File: config.mk
export PLATFORM = sky130hd
export DESIGN_NAME = instr_fetch_queue
export DESIGN_NICKNAME = d
export VERILOG_FILES = /design/src/rtl/instr_fetch_queue.sv
export SDC_FILE = /design/constraint.sdc
export NUM_CORES = 1
export LEC_CHECK = 0
export BUFFER_PORTS_ARGS = -buffer_cell sky130_fd_sc_hd__buf_4
export CAP_MARGIN = 10
export CORE_MARGIN = 1.5
export CORE_UTILIZATION = 40
export DETAILED_ROUTE_END_ITERATION = 8
export PLACE_DENSITY = 0.58
export SYNTH_ARGS = -nofsm -noshare
export SYNTH_HDL_FRONTEND = slang
export SYNTH_SLANG_ARGS = --single-unit
File: constraint.sdc
create_clock -name clk -period 2.3 [get_ports clk]
set_clock_uncertainty 0.2 [all_clocks]
set_input_delay 0.115 -clock clk [delete_from_list [all_inputs] [get_ports clk]]
set_output_delay 0.115 -clock clk [all_outputs]
set_load 0.01 [all_outputs]
File: src/rtl/instr_fetch_queue.sv
// Instruction fetch queue: registered FIFO between fetch and decode.
// The head entry falls through to decode. Define IFQ_PC_TAG_EN to store a PC tag with each entry.
module instr_fetch_queue #(
   parameter int unsigned INSTR_W = 16,
   parameter int unsigned DEPTH   = 4,
   parameter int unsigned PC_W    = 16
) (
   input  logic                     clk,
   input  logic                     rstn,
   input  logic                     flush,
   input  logic                     in_valid,
   input  logic [INSTR_W-1:0]       in_instr,
`ifdef IFQ_PC_TAG_EN
   input  logic [PC_W-1:0]          in_pc,
`endif
   output logic                     in_ready,
   output logic                     out_valid,
   output logic [INSTR_W-1:0]       out_instr,
`ifdef IFQ_PC_TAG_EN
   output logic [PC_W-1:0]          out_pc,
`endif
   input  logic                     out_ready,
   output logic [$clog2(DEPTH):0]   level
);

   localparam int unsigned AW = $clog2(DEPTH);
   localparam int unsigned CW = AW + 1;
`ifdef IFQ_PC_TAG_EN
   localparam int unsigned ENTRY_W = PC_W + INSTR_W;
`else
   localparam int unsigned ENTRY_W = INSTR_W;
`endif

   // Reject illegal configurations at elaboration time.
   if (INSTR_W < 8 || DEPTH < 2 || (DEPTH & (DEPTH - 1)) != 0 || PC_W < 1) begin : g_bad_param
      $error("instr_fetch_queue: illegal parameter set");
   end

   logic [ENTRY_W-1:0] mem [DEPTH];
   logic [AW-1:0]      wr_ptr;
   logic [AW-1:0]      rd_ptr;
   logic [CW-1:0]      count;
   logic               push;
   logic               pop;
   logic [ENTRY_W-1:0] wr_entry;
   logic [ENTRY_W-1:0] head;

   // A pop never frees a slot for a push in the same cycle, and flush blocks intake.
   assign in_ready  = (count != CW'(DEPTH)) & ~flush;
   assign out_valid = (count != '0);
   assign push      = in_valid & in_ready;
   assign pop       = out_valid & out_ready;

`ifdef IFQ_PC_TAG_EN
   assign wr_entry  = {in_pc, in_instr};
`else
   assign wr_entry  = in_instr;
`endif

   // Head is masked to zero when empty so stale storage never reaches decode.
   assign head      = out_valid ? mem[rd_ptr] : '0;
   assign out_instr = head[INSTR_W-1:0];
`ifdef IFQ_PC_TAG_EN
   assign out_pc    = head[ENTRY_W-1 -: PC_W];
`endif
   assign level     = count;

   always_ff @(posedge clk or negedge rstn) begin
      if (!rstn) begin
         wr_ptr <= '0;
         rd_ptr <= '0;
         count  <= '0;
      end else if (flush) begin
         wr_ptr <= '0;
         rd_ptr <= '0;
         count  <= '0;
      end else begin
         if (push) wr_ptr <= wr_ptr + AW'(1);
         if (pop)  rd_ptr <= rd_ptr + AW'(1);
         case ({push, pop})
            2'b10:   count <= count + CW'(1);
            2'b01:   count <= count - CW'(1);
            default: count <= count;
         endcase
      end
   end

   // Storage; push is already qualified by ~flush through in_ready.
   always_ff @(posedge clk or negedge rstn) begin
      if (!rstn) begin
         for (int i = 0; i < int'(DEPTH); i++) mem[i] <= '0;
      end else if (push) begin
         mem[wr_ptr] <= wr_entry;
      end
   end

endmodule

==> results.tsv <==
stage	metric	value	unit
floorplanning	coreArea	8220	sq um
route	drt-total-wl	6260	microns
job	cap_violations	0	
clock_tree	clk_pin_slew	0.07	ns
power	p_leak	1.94	nW
route	postRouteAntennaNets	0	
power	cell_internal_pwr	3.80	mW
logic_synthesis	synth_seq_cells	71	
placed_design	dp_hpwl	3880	microns
floorplanning	pin_count	42	
timing	finalSetupTns	0	ns
timing	hold_viol_final	0	
global_routing	grt_pass1_vias	2030	
logic_synthesis	synth_warnings	0	
logic_synthesis	ys_types	32	
floorplanning	die_h	95.1	microns
timing	whs	0.0127	ns
logic_synthesis	synth_xor_area_share	1.03	%
setup_path	slowest_stage	mux4_2	
placed_design	port_buffers	41	
setup_path	path_cells	buf_4, mux4_2, and2_1, buf_4	
setup_path	r2r_slack	0.21	ns
setup_path	crit_arrival	1.81	ns
clock_tree	cts_buffer_depth	2	
route	first_iter_violations	56	
logic_synthesis	synth_top_family_by_area	multiplexers	
layout	layout.area.seq	1780	sq um
logic_synthesis	synth_compound_area_share	1.07	%
timing	fin_crit	2.12	ns
timing	clock.fmax	0.471	GHz
timing	rsz0062_at_grt	no	
layout	area_delta_synth_final	25.0	%
power	p_sw	1.58	mW
timing	fin_crit_sh	92.4	%
clock_tree	postCtsSetupBuffers	0	
floorplanning	initial_core_util	41.3	%
global_routing	antenna_found_initial	0	
power	pwr-share-clk	21.0	%
timing	max_slew_margin	39.3	%
logic_synthesis	synthesis.nets	246	
setup_path	critPathMaxFanout	12	
layout	drive_gt1_share	51.2	%
floorplanning	die_w	95.1	microns
timing	tightestPinTransition	0.911	ns
clock_tree	cts.sinks	71	
layout	fillers	728	
setup_path	required	1.99	ns
route	routed_via_density	4.99	
setup_path	start_kind	register	
setup_path	end_kind	output port	
placed_design	gp_congestion	0.652	
global_routing	grt_overflow	0	
placed_design	pre_cts_ws	0.211	ns
floorplanning	rows	33	
floorplanning	die-area	9050	sq um
route	vias	1977	
status	outcome	finished clean	
placed_design	post_dp_cell_area	3800	sq um
clock_tree	htree_levels	3	
power	power_frac_seq	40.1	%
setup_path	cpPeakStageDelay	0.52	ns
clock_tree	cts-root-buf	clkbuf_8	
logic_synthesis	synth_fa_ha_area_share	2.06	%
layout	n_antenna_cell	0	
global_routing	grt_pass1_wl	10300	microns
clock_tree	clkLatencyLatePin	0.34	ns
worst_hold_path	min_path_type	input port to register	
logic_synthesis	synthSimpleGateAreaFrac	8.37	%
power	swShare	29.3	%
setup_path	crit_top_cell	buf_4	
power	pwr-share-comb	38.8	%
layout	multiInputGateArea	1530	sq um
global_routing	gr-usage-all-layers	15.7	%
logic_synthesis	avgSynthCellArea	15.4	sq um
power	vdd_drop_max	0.000737	V
clock_tree	cts_tree	built	
timing	setup_viol	0	
timing	fin_ws	0.176	ns
layout	final_nets	312	
power	p_total	5.38	mW
power	p_per_area	1270	nW/um^2
route	wl_per_cell	15.8	microns
setup_path	critical_path_class	register to output port	
route	drtPass1Iterations	3	
clock_tree	cts_buffers	9	
global_routing	grt_max_degree	72	
route	drc	0	
logic_synthesis	synth_mux_area_share	32.5	%
logic_synthesis	synth.yosys.seq_area_share	52.3	%
timing	slew_violations	0	
logic_synthesis	synthesis.area	3390	sq um
logic_synthesis	synth_cells	220	
layout	final_area	4240	sq um
## timing repair
action | CTS | global route
endpoints found under the setup margin | 2 | 0
endpoints found under the hold margin | 142 | 0
resized for setup | 1 | 0
hold buffers | 20 | 0
## worst max-delay path, delay by kind of cell, from the launching register on
kind | cells | cell delay [ns]
buf+inv | 2 | 0.42
mux | 1 | 0.52
flops | 1 | 0.34
simple gates | 1 | 0.19
## worst paths after layout
path	cells past startpoint	from	endpoint
worst max-delay path	4	rd_ptr[0]$_DFFE_PN0P_	out_instr[4]
worst min-delay path	4	in_valid	level[2]$_DFFE_PN0P_
worst max register to register	6	level[1]$_DFFE_PN0P_	level[2]$_DFFE_PN0P_
worst min register to register	1	mem[16]$_DFFE_PN0P_	mem[16]$_DFFE_PN0P_
max in group asynchronous	2	rstn	mem[56]$_DFFE_PN0P_
min in group asynchronous	2	rstn	level[2]$_DFFE_PN0P_
## flip-flops by register name, summed over array words and instances (netlist names)
name and cells:
level 3, mem 64, rd_ptr 2, wr_ptr 2
## layout by cell type (no fill, tap or decap), drive strengths merged, types with 4 or more instances in the layout
cell	count
nand2	8
mux4	16
dlygate4sd3	20
nor2	7
clkbuf	11
buf	46
ha	4
mux2	65
and2	16
dfrtp	71
## Yosys cell counts
library cell   n  area (sq um)
dfrtp_1       71          1780
mux2_2        61           687
and2_1        16           100
mux4_2        16           360
nor2_1         6          22.5
buf_6          4          45.0
ha_1           4          50.1
mux2_1         4          45.0
nand2_1        4          15.0
nand2_4        4          45.0
buf_2          3          15.0
inv_1          3          11.3
xor2_1         3          26.3
clkbuf_1       2          7.51
nor3_1         2          10.0
a311oi_1       1          8.76
and4bb_2       1          12.5
buf_1          1          3.75
buf_4          1          7.51
fa_1           1          20.0
mux2i_1        1          10.0
nand2b_4       1          13.8
nand3_1        1          5.00
nor2_8         1          20.0
nor2b_1        1          6.26
nor3b_4        1          18.8
o21a_1         1          7.51
o31ai_1        1          7.51
o31ai_2        1          12.5
or3_1          1          6.26
or3b_1         1          8.76
xnor2_1        1          8.76
## per-layer routing
| metal | GRT usage [%] | vias up | routed length [microns] |
|---|---|---|---|
| met3 | 3.19 | 9 | 193 |
| met2 | 26.1 | 29 | 3180 |
| met5 | 0 | - | 0 |
| li1 | - | 934 | - |
| met1 | 19.5 | 1005 | 2780 |
| met4 | 7.46 | 0 | 101 |
## through the flow
| stage | utilization (%) | std cells |
|---|---|---|
| after floorplan | - | 220 |
| after global placement | 46.3 | 360 |
| after detailed placement | 46.3 | 360 |
| after CTS | 51.6 | 396 |
| after global routing | 51.6 | 396 |
| final | 51.6 | 396 |
## power by group through the flow
stage               clock network, mW  logic [mW]  registers [mW]
detailed placement                  0        2.08            2.18
CTS                              1.17        2.13            2.16
floorplan                           0        1.44            2.09
global route                     1.23        2.30            2.24
global placement                    0        2.04            2.17
finish                           1.13        2.09            2.16
## layout make-up
cell class                      count  area share, %
Clock buffer                       11           3.57
Sequential cell                    71           41.9
Multi-Input combinational cell    135           36.1
Clock inverter                      5           1.89
Tap cell                          105           3.10
Inverter                            3          0.265
Timing Repair Buffer               66           13.2
## cells by family (layout without fill, tap and decap cells)
group | Yosys count | in the layout
AO/OA/AOI/OAI | 4 | 4
XOR/XNOR | 4 | 4
adder cells (fa/ha/maj) | 5 | 5
buffers and inverters | 14 | 85
flip-flops | 71 | 71
multiplexers | 82 | 82
AND/OR/NAND/NOR | 40 | 40
Note: power is estimated with default switching activity, not from simulation.
